## config.mk

```make
export PLATFORM = sky130hd
export DESIGN_NAME = iter_div_unit
export DESIGN_NICKNAME = d
export VERILOG_FILES = /design/src/rtl/iter_div_unit.sv
export SDC_FILE = /design/constraint.sdc
export NUM_CORES = 1
export LEC_CHECK = 0
export CAP_MARGIN = 20
export CORE_ASPECT_RATIO = 0.9
export CORE_MARGIN = 3
export CORE_UTILIZATION = 54
export DETAILED_ROUTE_END_ITERATION = 16
export HOLD_SLACK_MARGIN = 0.15
export PLACE_DENSITY = 0.79
export SLEW_MARGIN = 20
export SYNTH_ARGS = -nofsm -noshare
export SYNTH_HDL_FRONTEND = slang
export SYNTH_SLANG_ARGS = --single-unit
```

## constraint.sdc

```tcl
create_clock -name clk -period 6 [get_ports clk]
set_input_delay 1.2 -clock clk [delete_from_list [all_inputs] [get_ports clk]]
set_output_delay 1.2 -clock clk [all_outputs]
set_load 0.05 [all_outputs]
```

## src/rtl/iter_div_unit.sv

```systemverilog
// Multi-cycle restoring radix-2 integer divider with valid/ready handshakes.
// Signed operands are divided as magnitudes; a final FIX cycle applies the
// result signs. Divide-by-zero skips the iteration and returns all-ones with
// the raw dividend as remainder.
module iter_div_unit #(
  parameter int WIDTH     = 32,
  parameter int EARLY_OUT = 1
) (
  input  logic             clk,
  input  logic             rst,
  input  logic             flush,
  input  logic             in_valid,
  output logic             in_ready,
  input  logic             is_signed,
  input  logic [WIDTH-1:0] dividend,
  input  logic [WIDTH-1:0] divisor,
  output logic             out_valid,
  input  logic             out_ready,
  output logic [WIDTH-1:0] quotient,
  output logic [WIDTH-1:0] remainder,
  output logic             div_by_zero,
  output logic             busy
);

  localparam int CW = $clog2(WIDTH + 1);

  localparam logic [1:0] IDLE = 2'd0;
  localparam logic [1:0] BUSY = 2'd1;
  localparam logic [1:0] FIX  = 2'd2;
  localparam logic [1:0] DONE = 2'd3;

  logic [1:0]       state;
  logic [CW-1:0]    cnt;
  logic [WIDTH-1:0] rem_q;
  logic [WIDTH-1:0] dvd_q;
  logic [WIDTH-1:0] dvs_q;
  logic             sign_q;
  logic             sign_r;

  logic             accept;
  logic             dvs_zero;
  logic [WIDTH-1:0] abs_dvd;
  logic [WIDTH-1:0] abs_dvs;
  logic [CW-1:0]    n_bits;
  logic [WIDTH:0]   shifted;
  logic [WIDTH:0]   trial;

  assign in_ready  = (state == IDLE);
  assign out_valid = (state == DONE);
  assign busy      = (state != IDLE);

  assign accept   = in_valid && (state == IDLE) && !flush;
  assign dvs_zero = (divisor == '0);

  // INT_MIN maps onto itself here, which is exactly the unsigned magnitude
  assign abs_dvd = (is_signed && dividend[WIDTH-1]) ? -dividend : dividend;
  assign abs_dvs = (is_signed && divisor[WIDTH-1])  ? -divisor  : divisor;

  // Iteration count: significant bits of the dividend magnitude, or full width
  always_comb begin
    n_bits = CW'(1);
    if (EARLY_OUT != 0) begin
      for (int i = 0; i < WIDTH; i++) begin
        if (abs_dvd[i]) n_bits = CW'(i + 1);
      end
    end else begin
      n_bits = CW'(WIDTH);
    end
  end

  // One restoring step: shift in the next dividend bit, keep the difference if it did not borrow
  always_comb begin
    shifted = {rem_q, dvd_q[WIDTH-1]};
    trial   = shifted - {1'b0, dvs_q};
  end

  // Sequencing: IDLE -> BUSY (N steps) -> FIX -> DONE, or IDLE -> DONE on divide-by-zero
  always_ff @(posedge clk or posedge rst) begin
    if (rst) begin
      state <= IDLE;
      cnt   <= '0;
    end else if (flush) begin
      state <= IDLE;
      cnt   <= '0;
    end else begin
      case (state)
        IDLE: begin
          if (accept) begin
            if (dvs_zero) begin
              state <= DONE;
            end else begin
              state <= BUSY;
              cnt   <= n_bits;
            end
          end
        end
        BUSY: begin
          cnt <= cnt - CW'(1);
          if (cnt == CW'(1)) state <= FIX;
        end
        FIX:  state <= DONE;
        DONE: if (out_ready) state <= IDLE;
        default: state <= IDLE;
      endcase
    end
  end

  // Operand capture, iteration datapath and registered results
  always_ff @(posedge clk or posedge rst) begin
    if (rst) begin
      rem_q       <= '0;
      dvd_q       <= '0;
      dvs_q       <= '0;
      sign_q      <= 1'b0;
      sign_r      <= 1'b0;
      quotient    <= '0;
      remainder   <= '0;
      div_by_zero <= 1'b0;
    end else if (accept) begin
      rem_q  <= '0;
      dvd_q  <= abs_dvd << (CW'(WIDTH) - n_bits);
      dvs_q  <= abs_dvs;
      sign_q <= is_signed && (dividend[WIDTH-1] ^ divisor[WIDTH-1]);
      sign_r <= is_signed && dividend[WIDTH-1];
      if (dvs_zero) begin
        quotient    <= '1;
        remainder   <= dividend;
        div_by_zero <= 1'b1;
      end else begin
        div_by_zero <= 1'b0;
      end
    end else if (!flush && state == BUSY) begin
      rem_q <= trial[WIDTH] ? shifted[WIDTH-1:0] : trial[WIDTH-1:0];
      dvd_q <= {dvd_q[WIDTH-2:0], ~trial[WIDTH]};
    end else if (!flush && state == FIX) begin
      quotient  <= sign_q ? -dvd_q : dvd_q;
      remainder <= sign_r ? -rem_q : rem_q;
    end
  end

endmodule

```

==> results_tabular.tex, run 1 <==
\begin{tabular}{lr}
\hline
Metric & Value \\
\hline
\multicolumn{2}{l}{\textbf{Setup path}} \\
Slowest stage cell on the critical path & sky130\_fd\_sc\_hd\_\_clkdlybuf4s50\_1 \\
Cell family with most CP delay & buffers and inverters \\
Critical path class & primary input to register \\
Source of the critical timing path & dividend[1] \\
Arrival time of data at the critical path endpoint & $\sim$6.0 ns \\
Cell with the most instances on the worst path & sky130\_fd\_sc\_hd\_\_buf\_4 \\
Crit path to & dvd\_q[24]\$\_DFFE\_PP0P\_ \\
CP Depth & 22 \\
Worst setup SP type & primary input \\
Number of buffer and inverter instances along the worst setup path & 8 \\
Worst r2r path cells & 18 \\
Longest individual stage delay on the worst path & between 0.5 and 0.6 ns \\
Required arrival time at the worst endpoint & 6.30 ns \\
Type of destination of the critical path & register \\
RR Startpoint & dvd\_q[31]\$\_DFFE\_PP0P\_ \\
Largest fanout on the critical path & 15 \\
Chain of cells forming the critical path & clkdlybuf4s50\_1, inv\_1, ha\_1, nor3b\_1, buf\_4, and4\_1, buf\_4, buf\_12, a31oi\_1, a32oi\_1, nor3\_1, o211ai\_2, and2\_1, inv\_2, ha\_2, buf\_4, nor3\_1, buf\_4, o21ai\_0, o21ai\_1, a21oi\_1, a2111oi\_0 \\
Minimum setup slack among reg-to-reg paths & just over 0.6 ns \\
Reg2Reg Capture Point & rem\_q[10]\$\_DFFE\_PP0P\_ \\
\multicolumn{2}{l}{\textbf{Clock network}} \\
Clock insertion delay at the later pin of the skew report & 0.45 ns \\
Resize count post-CTS & 0 \\
Setup fix buffers added after clock tree synthesis & 0 \\
Count of H-tree levels built during CTS & 4 \\
Sinks on the clock net & 171 \\
CTS tree & built \\
CTS Buf Count & 17 \\
Post-cts hold buffer count & 0 \\
Clock transition at the register clock pins on the worst setup and hold paths after CTS & 0.07 ns \\
Clk Tree Root Cell & sky130\_fd\_sc\_hd\_\_clkbuf\_16 \\
Clock Path Buffers & 2 \\
\multicolumn{2}{l}{\textbf{Drt}} \\
Avg WL per Cell & 20.8 µm \\
Total wire length & 51,900 µm \\
Drt first pass iters & 6 \\
Initial detailed-routing violation count & 1,609 \\
Via count & about 16k \\
Number of remaining DRC errors & 0 \\
Via-per-instance ratio & 6.31 \\
Residual antenna-violating net count after detailed routing & 0 \\
\multicolumn{2}{l}{\textbf{STA}} \\
Final total negative setup slack & 0 ns \\
Worst slew margin relative to its limit & 0.347 \\
Max Clk Rate & 175 MHz \\
Final setup violation count & 0 \\
Slew Viols, Final & 0 \\
Tmin final & 5.72 ns \\
Share of the clock period used by the worst path after layout & 0.953 \\
Transition time of the tightest slew-check pin & 0.977 ns \\
Unrepaired setup endpoints after global routing & false \\
Largest clock skew in the final design & 0.0200 ns \\
Tightest hold margin & 0.476 ns \\
Final hold violation count & 0 \\
\multicolumn{2}{l}{\textbf{Status}} \\
Outcome & completed \\
\multicolumn{2}{l}{\textbf{Placed design}} \\
GPL Wtd Cong & 1.03 \\
Detailed Place HPWL & 40,300 µm \\
Number of buffers added on ports & 137 \\
\multicolumn{2}{l}{\textbf{Cells and area}} \\
Number of filler instances in the final layout & 2,226 \\
Area growth from synthesis to layout & 24.1\% \\
Footprint of the flip-flops and latches & 4280 µm² \\
Count of inserted antenna diode cells & 0 \\
Ratio of cells with drive above 1 in the final layout & 0.149 \\
Combined area of the multi-input logic cells & between 9000 and 10,000 µm² \\
NumNets Final & approximately 2.2k \\
\multicolumn{2}{l}{\textbf{Yosys}} \\
Netlist area before placement & 14,900 µm² \\
Post-synth top area cell & sky130\_fd\_sc\_hd\_\_dfrtp\_1 \\
Cells taking the most area after synthesis & sky130\_fd\_sc\_hd\_\_dfrtp\_1 (29\%), sky130\_fd\_sc\_hd\_\_a21oi\_1 (6.5\%), sky130\_fd\_sc\_hd\_\_xor2\_1 (6.1\%) \\
Primary flip-flop cell chosen by synthesis mapping & sky130\_fd\_sc\_hd\_\_dfrtp\_1 \\
Number of storage elements in the synthesis netlist & 171 \\
Number of warnings issued by yosys & 0 \\
Post-synth EDFFs & 0 \\
Proportion of synthesized flip-flops having asynchronous set or reset & 1.00 \\
Syn\_area\_per\_cell & 7.84 µm² \\
Post-synthesis net count & between 2k and 2.5k \\
Cell types with the highest counts after synthesis & sky130\_fd\_sc\_hd\_\_nor2\_1 (209), sky130\_fd\_sc\_hd\_\_a21oi\_1 (193), sky130\_fd\_sc\_hd\_\_nand2\_1 (181), sky130\_fd\_sc\_hd\_\_o21ai\_0 (176), sky130\_fd\_sc\_hd\_\_dfrtp\_1 (171) \\
Most numerous cell in the Yosys netlist & sky130\_fd\_sc\_hd\_\_nor2\_1 \\
Distinct cell type count after synthesis & 95 \\
Synth top area share & 0.288 \\
Synthesized instance count & 1,894 \\
Part of the Yosys area used for sequential elements & 0.288 \\
\multicolumn{2}{l}{\textbf{Job}} \\
Maximum capacitance violations & 0 \\
\multicolumn{2}{l}{\textbf{Floorplanning}} \\
Vertical die dimension & 163 µm \\
X dimension of the die & 181 µm \\
Number of cell rows & 56 \\
Count of pins on the block boundary & 138 \\
Initial core utilization & 0.559 \\
Die area & 29,500 µm² \\
Placeable core region & between 20,000 and 30,000 µm² \\
\multicolumn{2}{l}{\textbf{Power}} \\
Total power divided by cell area & roughly 530 nW/µm² \\
Static leakage & 0.00782 µW \\
Maximum ir drop on the vdd rail & 0.390 mV \\
\multicolumn{2}{l}{\textbf{GRT}} \\
Pin count of the biggest net entering global routing & 71 \\
Initial antenna violation count & 0 \\
Total grt overflow & 0 \\
Via count of the first global-routing pass & 15.0k \\
Tot GR Track Use & 0.347 \\
Wire length of the first global-routing pass & between 80,000 and 90,000 µm \\
\multicolumn{2}{l}{\textbf{Worst hold path}} \\
Worst Hold Path Cells & 1 \\
Type of the worst min-delay path & register to register \\
\hline
\end{tabular}
==> cells by family after synthesis <==
family                     count (synthesis)  share of synthesized area
muxes                                     64                     0.0624
AOI/OAI and AO/OA                        601                      0.249
and+or+nand+nor                          652                      0.210
adders and majority gates                 45                     0.0384
buffers and inverters                    200                     0.0560
xor gates and xnor gates                 161                     0.0960
DFF                                      171                      0.288
==> metrics by stage <==
stage / util / std cells / total power [µW] / setup WS [ns] / instance area (µm²)
3_5_place_dp: 0.669 / 2461 / 8420 / -0.309 / 17800
6_report: 0.694 / 2493 / 9760 / 0.280 / 18400
5_1_grt: 0.694 / 2493 / 10500 / 0.00543 / 18400
4_1_cts: 0.693 / 2493 / 9690 / 0.119 / 18400
3_3_place_gp: 0.669 / 2461 / 8260 / -0.320 / 17800
2_1_floorplan: - / 1894 / 6530 / 0.150 / 14900
==> cell type report <==
cell class,count,share of cell area
multi-input cells,1523,0.533
flip-flops and latches,171,0.232
repair buffers,349,0.163
well taps,348,0.0236
clock buffers,17,0.0231
inverters,70,0.0145
clock inverters,15,0.0110
==> power breakdown <==
part | switching (µW) | internal, µW | leakage [µW] | total (µW)
registers | 631 | 1690 | 0.00215 | 2320
logic | 3810 | 2410 | 0.00537 | 6220
clock network | 545 | 672 | 0.000299 | 1220
==> how the worst min path moves through the flow <==
| stage | start | end |
|---|---|---|
| floorplan | dvs_q[10]$_DFFE_PP0P_ | dvs_q[10]$_DFFE_PP0P_ |
| finish | div_by_zero$_DFFE_PP0P_ | div_by_zero$_DFFE_PP0P_ |
| detailed placement | div_by_zero$_DFFE_PP0P_ | div_by_zero$_DFFE_PP0P_ |
| global placement | remainder[25]$_DFFE_PP0P_ | remainder[25]$_DFFE_PP0P_ |
| CTS | div_by_zero$_DFFE_PP0P_ | div_by_zero$_DFFE_PP0P_ |
| global route | div_by_zero$_DFFE_PP0P_ | div_by_zero$_DFFE_PP0P_ |
==> layer usage <==
layer / track usage / vias up / wire, µm
li1: - / 7303 / -
met1: 0.487 / 7558 / 22500
met2: 0.552 / 763 / 23500
met3: 0.0532 / 117 / 4180
met4: 0.117 / 0 / 1720
met5: 0 / - / 0
==> worst register-to-register path, stage by stage, from the launching register on <==
cell and delay (ns):
sky130_fd_sc_hd__dfrtp_1 0.42, sky130_fd_sc_hd__inv_1 0.20, sky130_fd_sc_hd__ha_1 0.22, sky130_fd_sc_hd__inv_1 0.06, sky130_fd_sc_hd__fa_1 0.40, sky130_fd_sc_hd__a21o_1 0.17
sky130_fd_sc_hd__a21oi_1 0.27, sky130_fd_sc_hd__o211a_1 0.23, sky130_fd_sc_hd__o311a_1 0.24, sky130_fd_sc_hd__nor4_1 0.09, sky130_fd_sc_hd__nor3_1 0.33, sky130_fd_sc_hd__nor4_1 0.15
sky130_fd_sc_hd__o41ai_1 0.76, sky130_fd_sc_hd__mux2_2 0.46, sky130_fd_sc_hd__nor2_4 0.54, sky130_fd_sc_hd__buf_4 0.35, sky130_fd_sc_hd__nor2_1 0.08, sky130_fd_sc_hd__a21oi_1 0.17
sky130_fd_sc_hd__a21oi_1 0.10
==> cell usage in the layout, fill, tap and decap left out, drive strengths merged, types with 6 or more instances in the layout <==
master and count:
nor2 211, nor3 59, ha 44, nor4 20, xor2 104, o211ai 11, nand3 45, nor2b 9
nand2 181, a21oi 197, or4 14, o31ai 34, o41ai 11, buf 212, mux4 22, or3 27
a211oi 17, mux2i 36, inv 77, o21ai 183, a21o 18, o22ai 17, and3 14, o21a 13
nand3b 8, and2 9, dfrtp 171, a32oi 8, mux2 6, or2 8, nand2b 19, clkdlybuf4s50 137
a31oi 23, nand4 14, xnor2 57, clkbuf 17
==> sequential cells by signal (all words and copies together), names as in the netlist <==
register     count
dvd_q           32
dvs_q           32
quotient        32
rem_q           32
remainder       32
cnt              6
state            2
div_by_zero      1
sign_q           1
sign_r           1
Power figures use the tool's default switching activity.
==> run 2: changes to the inputs <==
==> constraint.sdc (replaced) <==
create_clock -name clk -period 6 [get_ports clk]
set_input_delay 1.2 -clock clk [delete_from_list [all_inputs] [get_ports clk]]
set_output_delay 1.2 -clock clk [all_outputs]
set_load 0.01 [all_outputs]
==> results of run 2 <==
Same layout as run 1 (identical final DEF). Status: completed.
Main changes from that run: total power 9760 µW -> 9110 µW
==> run 3: changes to the inputs <==
--- a/config.mk
+++ b/config.mk
@@ -8,10 +8,10 @@
 export CAP_MARGIN = 20
 export CORE_ASPECT_RATIO = 0.9
 export CORE_MARGIN = 3
-export CORE_UTILIZATION = 54
+export CORE_UTILIZATION = 60
 export DETAILED_ROUTE_END_ITERATION = 16
 export HOLD_SLACK_MARGIN = 0.15
-export PLACE_DENSITY = 0.79
+export PLACE_DENSITY = 0.83
 export SLEW_MARGIN = 20
 export SYNTH_ARGS = -nofsm -noshare
 export SYNTH_HDL_FRONTEND = slang
==> constraint.sdc (replaced) <==
create_clock -name clk -period 5.7 [get_ports clk]
set_input_delay 1.14 -clock clk [delete_from_list [all_inputs] [get_ports clk]]
set_output_delay 1.14 -clock clk [all_outputs]
set_load 0.01 [all_outputs]
==> results_tabular.tex, run 3 (synthesis gave the netlist of run 1 again) <==
\begin{tabular}{lr}
\hline
Metric & Value \\
\hline
\multicolumn{2}{l}{\textbf{Cells and area}} \\
Area growth from synthesis to layout & 24.4\% \\
Layout Cells excl Fill & 2,455 \\
Commonest non-fill, non-tap cell in the layout & sky130\_fd\_sc\_hd\_\_buf\_4 \\
Post-layout instance area & between 15,000 and 20,000 µm² \\
NumNets Final & about 2.3k \\
Ratio of cells with drive above 1 in the final layout & 0.154 \\
Most used cells in the layout excluding fill and tap cells & sky130\_fd\_sc\_hd\_\_buf\_4 (211), sky130\_fd\_sc\_hd\_\_nor2\_1 (207), sky130\_fd\_sc\_hd\_\_a21oi\_1 (191) \\
\multicolumn{2}{l}{\textbf{Setup path}} \\
Worst setup SP type & primary input \\
Largest fanout on the critical path & 11 \\
Arrival time of data at the critical path endpoint & a little under 6 ns \\
Type of destination of the critical path & register \\
Source of the critical timing path & dividend[0] \\
Critical path class & primary input to register \\
RR Startpoint & dvd\_q[31]\$\_DFFE\_PP0P\_ \\
Worst r2r path cells & 18 \\
Required arrival time at the worst endpoint & 6.08 ns \\
\multicolumn{2}{l}{\textbf{Placed design}} \\
Detailed Place HPWL & slightly below 40,000 µm \\
Pre-CTS worst setup slack & -0.436 ns \\
Cell count after placement & between 2k and 2.5k \\
Placed standard-cell area & 17,800 µm² \\
GPL Wtd Cong & between 1 and 1.5 \\
Number of buffers added on ports & 137 \\
\multicolumn{2}{l}{\textbf{Floorplanning}} \\
Initial core utilization & 0.622 \\
Placeable core region & between 20,000 and 25,000 µm² \\
Count of pins on the block boundary & 138 \\
X dimension of the die & 172 µm \\
Die area & 26,700 µm² \\
Vertical die dimension & 155 µm \\
Number of cell rows & 53 \\
\multicolumn{2}{l}{\textbf{Clock network}} \\
CTS tree & built \\
Clock transition at the register clock pins on the worst setup and hold paths after CTS & 0.07 ns \\
Clock insertion delay at the later pin of the skew report & 0.46 ns \\
Clk Tree Root Cell & sky130\_fd\_sc\_hd\_\_clkbuf\_16 \\
CTS Buf Count & 17 \\
Count of H-tree levels built during CTS & 4 \\
Sinks on the clock net & 171 \\
Clock Path Buffers & 2 \\
\multicolumn{2}{l}{\textbf{GRT}} \\
Tot GR Track Use & 0.384 \\
Pin count of the biggest net entering global routing & 108 \\
Via count of the first global-routing pass & about 15k \\
Initial antenna violation count & 1 \\
Wire length of the first global-routing pass & 81,500 µm \\
Total grt overflow & 0 \\
\multicolumn{2}{l}{\textbf{STA}} \\
Max Clk Rate & 181 MHz \\
Largest clock skew in the final design & 0.0157 ns \\
Slew Viols, Final & 0 \\
Final total negative setup slack & 0 ns \\
Worst setup margin & between 0.15 and 0.2 ns \\
Final setup violation count & 0 \\
Final hold violation count & 0 \\
Tightest hold margin & 0.488 ns \\
Transition time of the tightest slew-check pin & just under 1 ns \\
Share of the clock period used by the worst path after layout & 0.968 \\
Worst slew margin relative to its limit & 0.341 \\
Tmin final & between 5 and 6 ns \\
\multicolumn{2}{l}{\textbf{Drt}} \\
Total wire length & about 52,000 µm \\
Drt first pass iters & 8 \\
Via-per-instance ratio & 6.64 \\
Initial detailed-routing violation count & 2,041 \\
Via count & 16.3k \\
Residual antenna-violating net count after detailed routing & 0 \\
Avg WL per Cell & 21.2 µm \\
Number of remaining DRC errors & 0 \\
\multicolumn{2}{l}{\textbf{Power}} \\
Net Sw Frac & 0.488 \\
Total internal power & 4950 µW \\
Maximum ir drop on the vdd rail & 0.463 mV \\
Static leakage & 0.00786 µW \\
Clock group share of total power & 0.125 \\
Net switching component of the power & 4720 µW \\
Total power divided by cell area & 523 nW/µm² \\
Register share of total power & 0.253 \\
Portion of total power attributed to combinational logic & 0.622 \\
\multicolumn{2}{l}{\textbf{Status}} \\
Outcome & completed \\
\multicolumn{2}{l}{\textbf{Worst hold path}} \\
Type of the worst min-delay path & register to register \\
Worst Hold Path Cells & 2 \\
Critical hold path startpoint & remainder[23]\$\_DFFE\_PP0P\_ \\
\multicolumn{2}{l}{\textbf{Job}} \\
Maximum capacitance violations & 0 \\
\hline
\end{tabular}
## run 3: cell types whose count changed in the layout (fill, tap and decap cells not counted), moves of 3 or more
cell                        previous run  this run
sky130_fd_sc_hd__buf_12                3         8
sky130_fd_sc_hd__clkinv_4              0         4
sky130_fd_sc_hd__bufinv_16             3         0
sky130_fd_sc_hd__o21ai_0             176       173
## run 3: per-layer routing
metal,track usage,part of all wire,vias to the layer above
li1,-,-,7325
met1,0.524,0.40,7743
met2,0.600,0.45,1033
met3,0.0668,0.094,194
met4,0.175,0.053,0
met5,0,0,-
## run 3: cell type report
type                    count  area [µm²]
clock buffers              18         429
fillers                  1770        5390
diodes                      1        2.50
flip-flops and latches    171        4280
repair buffers            356        3120
multi-input cells        1523        9850
inverters                  70         272
well taps                 302         378
clock inverters            14         149
## run 3: final timing paths
check | endpoint | slack [ns]
max reg2reg | rem_q[13]$_DFFE_PP0P_ | 0.70
min | remainder[23]$_DFFE_PP0P_ | 0.49
max in group asynchronous | dvd_q[21]$_DFFE_PP0P_ | 3.44
max | dvd_q[29]$_DFFE_PP0P_ | 0.18
min in group asynchronous | remainder[8]$_DFFE_PP0P_ | 1.19
min reg2reg | remainder[23]$_DFFE_PP0P_ | 0.49
## run 3: through the flow
stage	util	total power, µW
floorplan	-	6210
global placement	0.746	8000
detailed placement	0.746	8240
CTS	0.770	9510
global route	0.774	10300
finish	0.774	9670
## run 3: what timing repair did
| item | in CTS | in global routing |
|---|---|---|
| pin swaps | 0 | 5 |
| gates resized for setup | 1 | 15 |
| hold buffers | 0 | 0 |
| endpoints found under the setup margin | 2 | 32 |
| buffers inserted | 0 | 1 |
## run 3: worst max-delay path, stage by stage
cell	delay, ns
sky130_fd_sc_hd__clkdlybuf4s50_1	0.57
sky130_fd_sc_hd__inv_1	0.11
sky130_fd_sc_hd__ha_1	0.21
sky130_fd_sc_hd__nor3b_1	0.16
sky130_fd_sc_hd__buf_4	0.18
sky130_fd_sc_hd__or4_1	0.41
sky130_fd_sc_hd__a211o_1	0.29
sky130_fd_sc_hd__a32oi_1	0.21
sky130_fd_sc_hd__nor3_1	0.10
sky130_fd_sc_hd__o21ai_1	0.23
sky130_fd_sc_hd__a211oi_2	0.14
sky130_fd_sc_hd__o21ai_2	0.20
sky130_fd_sc_hd__ha_2	0.36
sky130_fd_sc_hd__buf_4	0.19
sky130_fd_sc_hd__inv_6	0.07
sky130_fd_sc_hd__buf_4	0.15
sky130_fd_sc_hd__nor2_1	0.06
sky130_fd_sc_hd__o211ai_1	0.24
sky130_fd_sc_hd__a21oi_1	0.13
sky130_fd_sc_hd__o22ai_1	0.13
sky130_fd_sc_hd__nand3b_1	0.21
sky130_fd_sc_hd__a32oi_1	0.25
sky130_fd_sc_hd__and2_1	0.16
## run 3: power by group through the flow
stage | clock network [µW] | registers [µW] | logic (µW)
floorplan | 0 | 2300 | 3910
global placement | 0 | 2400 | 5600
detailed placement | 0 | 2430 | 5800
CTS | 1210 | 2420 | 5890
global route | 1260 | 2510 | 6550
finish | 1210 | 2440 | 6010
